### src/rtl/iir_stim_harness_if.sv
// Bundle of the harness-to-filter signals: source stream, constant
// coefficients, the filter's return stream and the sink/status registers.
// The harness side uses the master modport; the filter side uses slave.
interface iir_stim_harness_if #(
    parameter int NB = 12
);
    logic              rst_n_o;
    logic              vOut;
    logic [NB-1:0]     dOut;
    logic [3*NB-1:0]   b;
    logic [2*NB-1:0]   a;
    logic              vIn;
    logic [NB-1:0]     dIn;
    logic [15:0]       rx_count;
    logic [31:0]       rx_sum;
    logic [NB-1:0]     rx_last;
    logic              end_sim;

    modport master (
        output rst_n_o, vOut, dOut, b, a, rx_count, rx_sum, rx_last, end_sim,
        input  vIn, dIn
    );

    modport slave (
        input  rst_n_o, vOut, dOut, b, a, rx_count, rx_sum, rx_last, end_sim,
        output vIn, dIn
    );
endinterface

### src/rtl/iir_stim_harness.sv
// Stimulus/monitor harness for the IIR filter datapath.
// Sequences a post-reset hold for the filter, streams N_SAMPLES pattern
// values with one bubble every 8 cycles, drains, then flags end_sim.
// The sink accumulates count/checksum/last of the filter output in every state.
// Optional macro STIM_LFSR_EN: pattern is a 16-bit Fibonacci LFSR instead of
// a ramp.
module iir_stim_harness #(
    parameter int            NB        = 12,
    parameter int            N_SAMPLES = 200,
    parameter int            RST_HOLD  = 4,
    parameter int            DRAIN_CYC = 16,
    parameter logic [NB-1:0] B0        = 12'h0D5,
    parameter logic [NB-1:0] B1        = 12'h1AA,
    parameter logic [NB-1:0] B2        = 12'h0D5,
    parameter logic [NB-1:0] A1        = 12'hC33,
    parameter logic [NB-1:0] A2        = 12'h1E0
) (
    input logic                 clock,
    input logic                 reset,
    iir_stim_harness_if.master  bus
);

    typedef enum logic [1:0] {
        ST_HOLD,
        ST_RUN,
        ST_DRAIN,
        ST_DONE
    } state_t;

`ifdef STIM_LFSR_EN
    localparam int            PW       = 16;
    localparam logic [PW-1:0] PAT_SEED = 16'hACE1;
`else
    localparam int            PW       = NB;
    localparam logic [PW-1:0] PAT_SEED = '0;
`endif

    localparam logic [NB-1:0] B_COEF [3] = '{B0, B1, B2};
    localparam logic [NB-1:0] A_COEF [2] = '{A1, A2};

    state_t         state_reg;
    logic [31:0]    hold_cnt_reg;
    logic [31:0]    drain_cnt_reg;
    logic [2:0]     phase_reg;
    logic [15:0]    sent_reg;
    logic [PW-1:0]  pat_reg;
    logic [PW-1:0]  pat_next;
    logic           rst_n_reg;
    logic           v_out_reg;
    logic [NB-1:0]  d_out_reg;
    logic           end_sim_reg;
    logic [15:0]    rx_count_reg;
    logic [31:0]    rx_sum_reg;
    logic [NB-1:0]  rx_last_reg;

    // Next pattern value: LFSR step or ramp increment
`ifdef STIM_LFSR_EN
    always_comb begin
        pat_next = {pat_reg[14:0], pat_reg[15] ^ pat_reg[13] ^ pat_reg[12] ^ pat_reg[10]};
    end
`else
    always_comb begin
        pat_next = pat_reg + PW'(1);
    end
`endif

    // Run sequencer: HOLD -> RUN -> DRAIN -> DONE with registered outputs
    always_ff @(posedge clock or posedge reset) begin
        if (reset) begin
            state_reg     <= ST_HOLD;
            hold_cnt_reg  <= '0;
            drain_cnt_reg <= '0;
            phase_reg     <= '0;
            sent_reg      <= '0;
            pat_reg       <= PAT_SEED;
            rst_n_reg     <= 1'b0;
            v_out_reg     <= 1'b0;
            d_out_reg     <= '0;
            end_sim_reg   <= 1'b0;
        end else begin
            case (state_reg)
                ST_HOLD: begin
                    v_out_reg <= 1'b0;
                    if (hold_cnt_reg == 32'(RST_HOLD - 1)) begin
                        state_reg <= ST_RUN;
                        rst_n_reg <= 1'b1;
                    end else begin
                        hold_cnt_reg <= hold_cnt_reg + 32'd1;
                    end
                end
                ST_RUN: begin
                    phase_reg <= phase_reg + 3'd1;
                    if (phase_reg == 3'd7) begin
                        // bubble cycle: dOut keeps its previous sample
                        v_out_reg <= 1'b0;
                    end else begin
                        v_out_reg <= 1'b1;
                        d_out_reg <= pat_reg[NB-1:0];
                        pat_reg   <= pat_next;
                        sent_reg  <= sent_reg + 16'd1;
                        if (sent_reg == 16'(N_SAMPLES - 1)) begin
                            state_reg <= ST_DRAIN;
                        end
                    end
                end
                ST_DRAIN: begin
                    v_out_reg <= 1'b0;
                    if (drain_cnt_reg == 32'(DRAIN_CYC - 1)) begin
                        state_reg   <= ST_DONE;
                        end_sim_reg <= 1'b1;
                    end else begin
                        drain_cnt_reg <= drain_cnt_reg + 32'd1;
                    end
                end
                default: begin
                    v_out_reg   <= 1'b0;
                    end_sim_reg <= 1'b1;
                end
            endcase
        end
    end

    // Sink: count (saturating), wrapping signed checksum and last sample
    always_ff @(posedge clock or posedge reset) begin
        if (reset) begin
            rx_count_reg <= '0;
            rx_sum_reg   <= '0;
            rx_last_reg  <= '0;
        end else if (bus.vIn) begin
            if (rx_count_reg != 16'hFFFF) begin
                rx_count_reg <= rx_count_reg + 16'd1;
            end
            rx_sum_reg  <= rx_sum_reg + {{(32-NB){bus.dIn[NB-1]}}, bus.dIn};
            rx_last_reg <= bus.dIn;
        end
    end

    // Coefficient buses are pure constants, independent of reset
    genvar gi;
    generate
        for (gi = 0; gi < 3; gi++) begin : g_b
            assign bus.b[gi*NB +: NB] = B_COEF[gi];
        end
        for (gi = 0; gi < 2; gi++) begin : g_a
            assign bus.a[gi*NB +: NB] = A_COEF[gi];
        end
    endgenerate

    assign bus.rst_n_o  = rst_n_reg;
    assign bus.vOut     = v_out_reg;
    assign bus.dOut     = d_out_reg;
    assign bus.end_sim  = end_sim_reg;
    assign bus.rx_count = rx_count_reg;
    assign bus.rx_sum   = rx_sum_reg;
    assign bus.rx_last  = rx_last_reg;

endmodule

### src/flat_wrapper.sv
// flat-port wrapper written by rule: the top's interface ports become plain ports
module iir_stim_harness_flat 
#(
    parameter int            NB        = 12,
    parameter int            N_SAMPLES = 200,
    parameter int            RST_HOLD  = 4,
    parameter int            DRAIN_CYC = 16,
    parameter logic [NB-1:0] B0        = 12'h0D5,
    parameter logic [NB-1:0] B1        = 12'h1AA,
    parameter logic [NB-1:0] B2        = 12'h0D5,
    parameter logic [NB-1:0] A1        = 12'hC33,
    parameter logic [NB-1:0] A2        = 12'h1E0
)
  (clock, reset, bus_rst_n_o, bus_vOut, bus_dOut, bus_b, bus_a, bus_rx_count, bus_rx_sum, bus_rx_last, bus_end_sim, bus_vIn, bus_dIn);
  iir_stim_harness_if #(.NB(NB)) bus_i ();
  input logic clock;
  input logic reset;
  output wire logic [$bits(bus_i.rst_n_o)-1:0] bus_rst_n_o;
  output wire logic [$bits(bus_i.vOut)-1:0] bus_vOut;
  output wire logic [$bits(bus_i.dOut)-1:0] bus_dOut;
  output wire logic [$bits(bus_i.b)-1:0] bus_b;
  output wire logic [$bits(bus_i.a)-1:0] bus_a;
  output wire logic [$bits(bus_i.rx_count)-1:0] bus_rx_count;
  output wire logic [$bits(bus_i.rx_sum)-1:0] bus_rx_sum;
  output wire logic [$bits(bus_i.rx_last)-1:0] bus_rx_last;
  output wire logic [$bits(bus_i.end_sim)-1:0] bus_end_sim;
  input wire logic [$bits(bus_i.vIn)-1:0] bus_vIn;
  input wire logic [$bits(bus_i.dIn)-1:0] bus_dIn;
  assign bus_rst_n_o = bus_i.rst_n_o;
  assign bus_vOut = bus_i.vOut;
  assign bus_dOut = bus_i.dOut;
  assign bus_b = bus_i.b;
  assign bus_a = bus_i.a;
  assign bus_rx_count = bus_i.rx_count;
  assign bus_rx_sum = bus_i.rx_sum;
  assign bus_rx_last = bus_i.rx_last;
  assign bus_end_sim = bus_i.end_sim;
  assign bus_i.vIn = bus_vIn;
  assign bus_i.dIn = bus_dIn;
  iir_stim_harness #(.NB(NB), .N_SAMPLES(N_SAMPLES), .RST_HOLD(RST_HOLD), .DRAIN_CYC(DRAIN_CYC), .B0(B0), .B1(B1), .B2(B2), .A1(A1), .A2(A2)) u_core (.clock(clock), .reset(reset), .bus(bus_i));
endmodule
### config.mk
export PLATFORM = sky130hd
export DESIGN_NAME = iir_stim_harness_flat
export DESIGN_NICKNAME = d
export VERILOG_FILES = /design/src/rtl/iir_stim_harness_if.sv /design/src/rtl/iir_stim_harness.sv /design/src/flat_wrapper.sv
export SDC_FILE = /design/constraint.sdc
export NUM_CORES = 1
export LEC_CHECK = 0
export ABC_AREA = 1
export ABC_CLOCK_PERIOD_IN_PS = 5600
export CORE_MARGIN = 3
export CORE_UTILIZATION = 51
export DETAILED_ROUTE_END_ITERATION = 8
export PLACE_DENSITY_LB_ADDON = 0.12
export SYNTH_ARGS = -nofsm -noshare
export SYNTH_HDL_FRONTEND = slang
export SYNTH_SLANG_ARGS = --single-unit
### constraint.sdc
create_clock -name clock -period 5.6 [get_ports clock]
set_clock_uncertainty 0.15 [all_clocks]
set_input_delay 0.56 -clock clock [delete_from_list [all_inputs] [get_ports clock]]
set_output_delay 0.56 -clock clock [all_outputs]
set_load 0.02 [all_outputs]
==> run_results.csv <==
group,metric,value,unit
status,status,"finished, final reports clean",
power_and_ir_drop,p_per_area,372,nW/um^2
cells_and_area,nFillCells,2087,
floorplan,die_h,156,um
timing,hold_viol_final,0,
timing,slew_violations,0,
floorplan,die_area,24300,um^2
detailed_routing,routed_wirelength,26.0,mm
yosys,synth_compound_area_frac,0.0428,
power_and_ir_drop,power.total,0.00484,W
job,maxCapViolCount,0,
worst_setup_path,critPathKind,"in2reg",
timing,max_freq,337,MHz
yosys,ys_warn_count,0,
cells_and_area,layout-drive-gt1-share,0.0445,
yosys,synth_top_family_by_area,"simple AND/OR/NAND/NOR gates",
cells_and_area,final_cells,1989,
timing,slew_headroom,0.331,
detailed_routing,wl_per_cell,13.1,um
placement,dp.cells,1957,
timing,final.setup.tns,0,ns
detailed_routing,firstDrtPassIters,5,
yosys,synthesis.area,11500,um^2
yosys,synth_commonest_cells,"557 x nand2_1, 235 x inv_1, 172 x dfrtp_1",
detailed_routing,drtIter0Drc,487,
timing,rsz0062_at_grt,"false",
placement,portBuffers,89,
yosys,synth_cell_types,39,
clock_tree,htreeDepth,4,
timing,period_needed,2.97,ns
clock_tree,postCtsSetupRepairBufs,0,
global_route,grt_max_degree,96,
worst_setup_path,endpoint_kind,"register",
cells_and_area,area_growth_syn_to_layout,13.3,%
clock_tree,clk_pin_slew,0.07,ns
global_route,grt.overflow.total,0,
placement,hpwlAfterDp,19.4,mm
floorplan,core,22000,um^2
worst_setup_path,cp-start-kind,"input port",
global_route,first_global_vias,9324,
worst_setup_path,critPathMaxFanout,22,
worst_setup_path,slowest_delay,1.13,ns
timing,setup_viol,0,
clock_tree,cts_max_path_buffers,2,
clock_tree,clock-sinks,172,
worst_setup_path,arrival,3.14,ns
worst_setup_path,crit_chain,"clkdlybuf4s50_1 -> ha_1 -> nand2_1 -> inv_1 -> a21oi_1 -> nand3_1 -> or2_2 -> nand3_1 -> nand2_1",
yosys,synth-seq-cells,172,
yosys,synthMostInstantiatedCell,"nand2_1",
yosys,synth_enable_flop_cells,0,
floorplan,pin_count,150,
clock_tree,holdBufCountCts,0,
timing,period_share,0.530,
floorplan,num_rows,54,
power_and_ir_drop,ir_worst_vdd,0.218,mV
yosys,synth_largest_area_cell,"dfrtp_1",
yosys,synthFlopType,"dfrtp_1",
worst_setup_path,cp_slowest_cell,"clkdlybuf4s50_1",
yosys,syn_inst,1610,
yosys,ys_seq_area_frac,0.375,
hold_path,hold_class,"reg2reg",
cells_and_area,n_antenna_cell,0,
yosys,synth_top_area_frac,0.375,
worst_setup_path,worst_ep_required_time,5.77,ns
yosys,synthMuxAreaShare,0,
clock_tree,cts_buffers,17,
yosys,post_synth.cell_area_avg,7.12,um^2
yosys,yosys.area_share.adder,0.0487,
placement,gp_congestion,0.929,
detailed_routing,vias,9858,
clock_tree,cts_tree,"built",
yosys,yosys-top-cells-area,"dfrtp_1 38%, nand2_1 18%, inv_1 7.7%, xor2_1 5.8%, ha_1 4.7%",
power_and_ir_drop,leakagePower,6.62,nW
detailed_routing,avgViaCountPerCell,4.96,
yosys,yosys.area_share.simple,0.328,
clock_tree,clk-insertion-delay-late,0.43,ns
floorplan,die_w,156,um
yosys,synthArstFlopShare,1.00,
global_route,grt_pass1_wl,44.5,mm
floorplan,initial_utilization,0.522,
timing,tightest_slew,1.00,ns
cells_and_area,fin_nets,1755,
detailed_routing,drc,0,
global_route,antenna_found_initial,0,
global_route,grt_use_total,0.220,
clock_tree,cts_resized,0,
yosys,synth_xor_area_frac,0.0764,
detailed_routing,antenna_left,0,
clock_tree,root_buffer,"clkbuf_16",
-- critical path, delay by kind of cell --
| kind | cells | cell delay, ns |
|---|---|---|
| AO/OA/AOI/OAI | 1 | 0.25 |
| adder cells (fa/ha/maj) | 1 | 0.42 |
| buffers and inverters | 2 | 1.19 |
| AND/OR/NAND/NOR | 5 | 0.70 |
-- logic make-up after synthesis --
family,count (synthesis)
xor+xnor,100
simple gates,876
buf+inv,325
compound gates,91
other cells,2
flops,172
fa+ha+maj,44
-- final timing paths --
check | startpoint | slack, ns | cells after the start | end
worst min register to register | u_core.bus.rst_n_o | 0.30 | 1 | u_core.bus.rst_n_o
worst min-delay path | u_core.bus.rst_n_o | 0.30 | 1 | u_core.bus.rst_n_o
worst max register to register | u_core.drain_cnt_reg[0] | 3.10 | 9 | u_core.drain_cnt_reg[2]
max in group asynchronous | reset | 3.70 | 3 | u_core.bus.dOut[9]
min in group asynchronous | reset | 0.56 | 2 | u_core.bus.rx_last[2]
worst max-delay path | bus_dIn[11] | 2.63 | 9 | u_core.bus.rx_sum[12]
-- placed cells by master (no fill, tap or decap), types with 32 or more instances in the layout --
| cell | netlist | routed |
|---|---|---|
| clkdlybuf4s50_1 | 0 | 89 |
| conb_1 | 2 | 60 |
| dfrtp_1 | 172 | 172 |
| ha_1 | 43 | 43 |
| inv_1 | 235 | 234 |
| nand2_1 | 557 | 557 |
| nand3_1 | 90 | 90 |
| nand4_1 | 32 | 32 |
| nor2_1 | 117 | 117 |
| nor3_1 | 38 | 38 |
| o21ai_0 | 49 | 49 |
| xor2_1 | 76 | 76 |
-- where the power goes --
part | internal (W) | total, W | switching (W)
clock network | 0.000639 | 0.00121 | 0.000572
logic | 0.000800 | 0.00205 | 0.00125
registers | 0.00140 | 0.00157 | 0.000175
total | 0.00284 | 0.00484 | 0.00200
-- layer usage --
metal	vias up	routed length, um	global-route usage
met5	-	0	0
met4	0	320	0.0547
met2	234	12000	0.364
li1	5036	-	-
met3	26	1250	0.0338
met1	4562	12400	0.305
-- layout make-up --
cell class	instances	area, um^2	share of cell area
clock buffers	17	425	0.0327
clock inverters	15	176	0.0136
repair buffers	92	913	0.0703
multi-input cells	1171	5910	0.455
well taps	280	350	0.0270
inverters	242	915	0.0704
flip-flops and latches	172	4300	0.331
-- through the flow --
step / utilization / setup slack (ns) / hold WS [ns] / area [um^2]
CTS: 0.592 / 2.67 / 0.310 / 13000
finish: 0.592 / 2.63 / 0.303 / 13000
global route: 0.592 / 2.35 / 0.336 / 13000
detailed placement: 0.564 / 2.22 / 0.293 / 12400
global placement: 0.564 / 2.28 / 0.296 / 12400
floorplan: - / 0.230 / 0.292 / 11700
(Power assumes the default switching activity.)
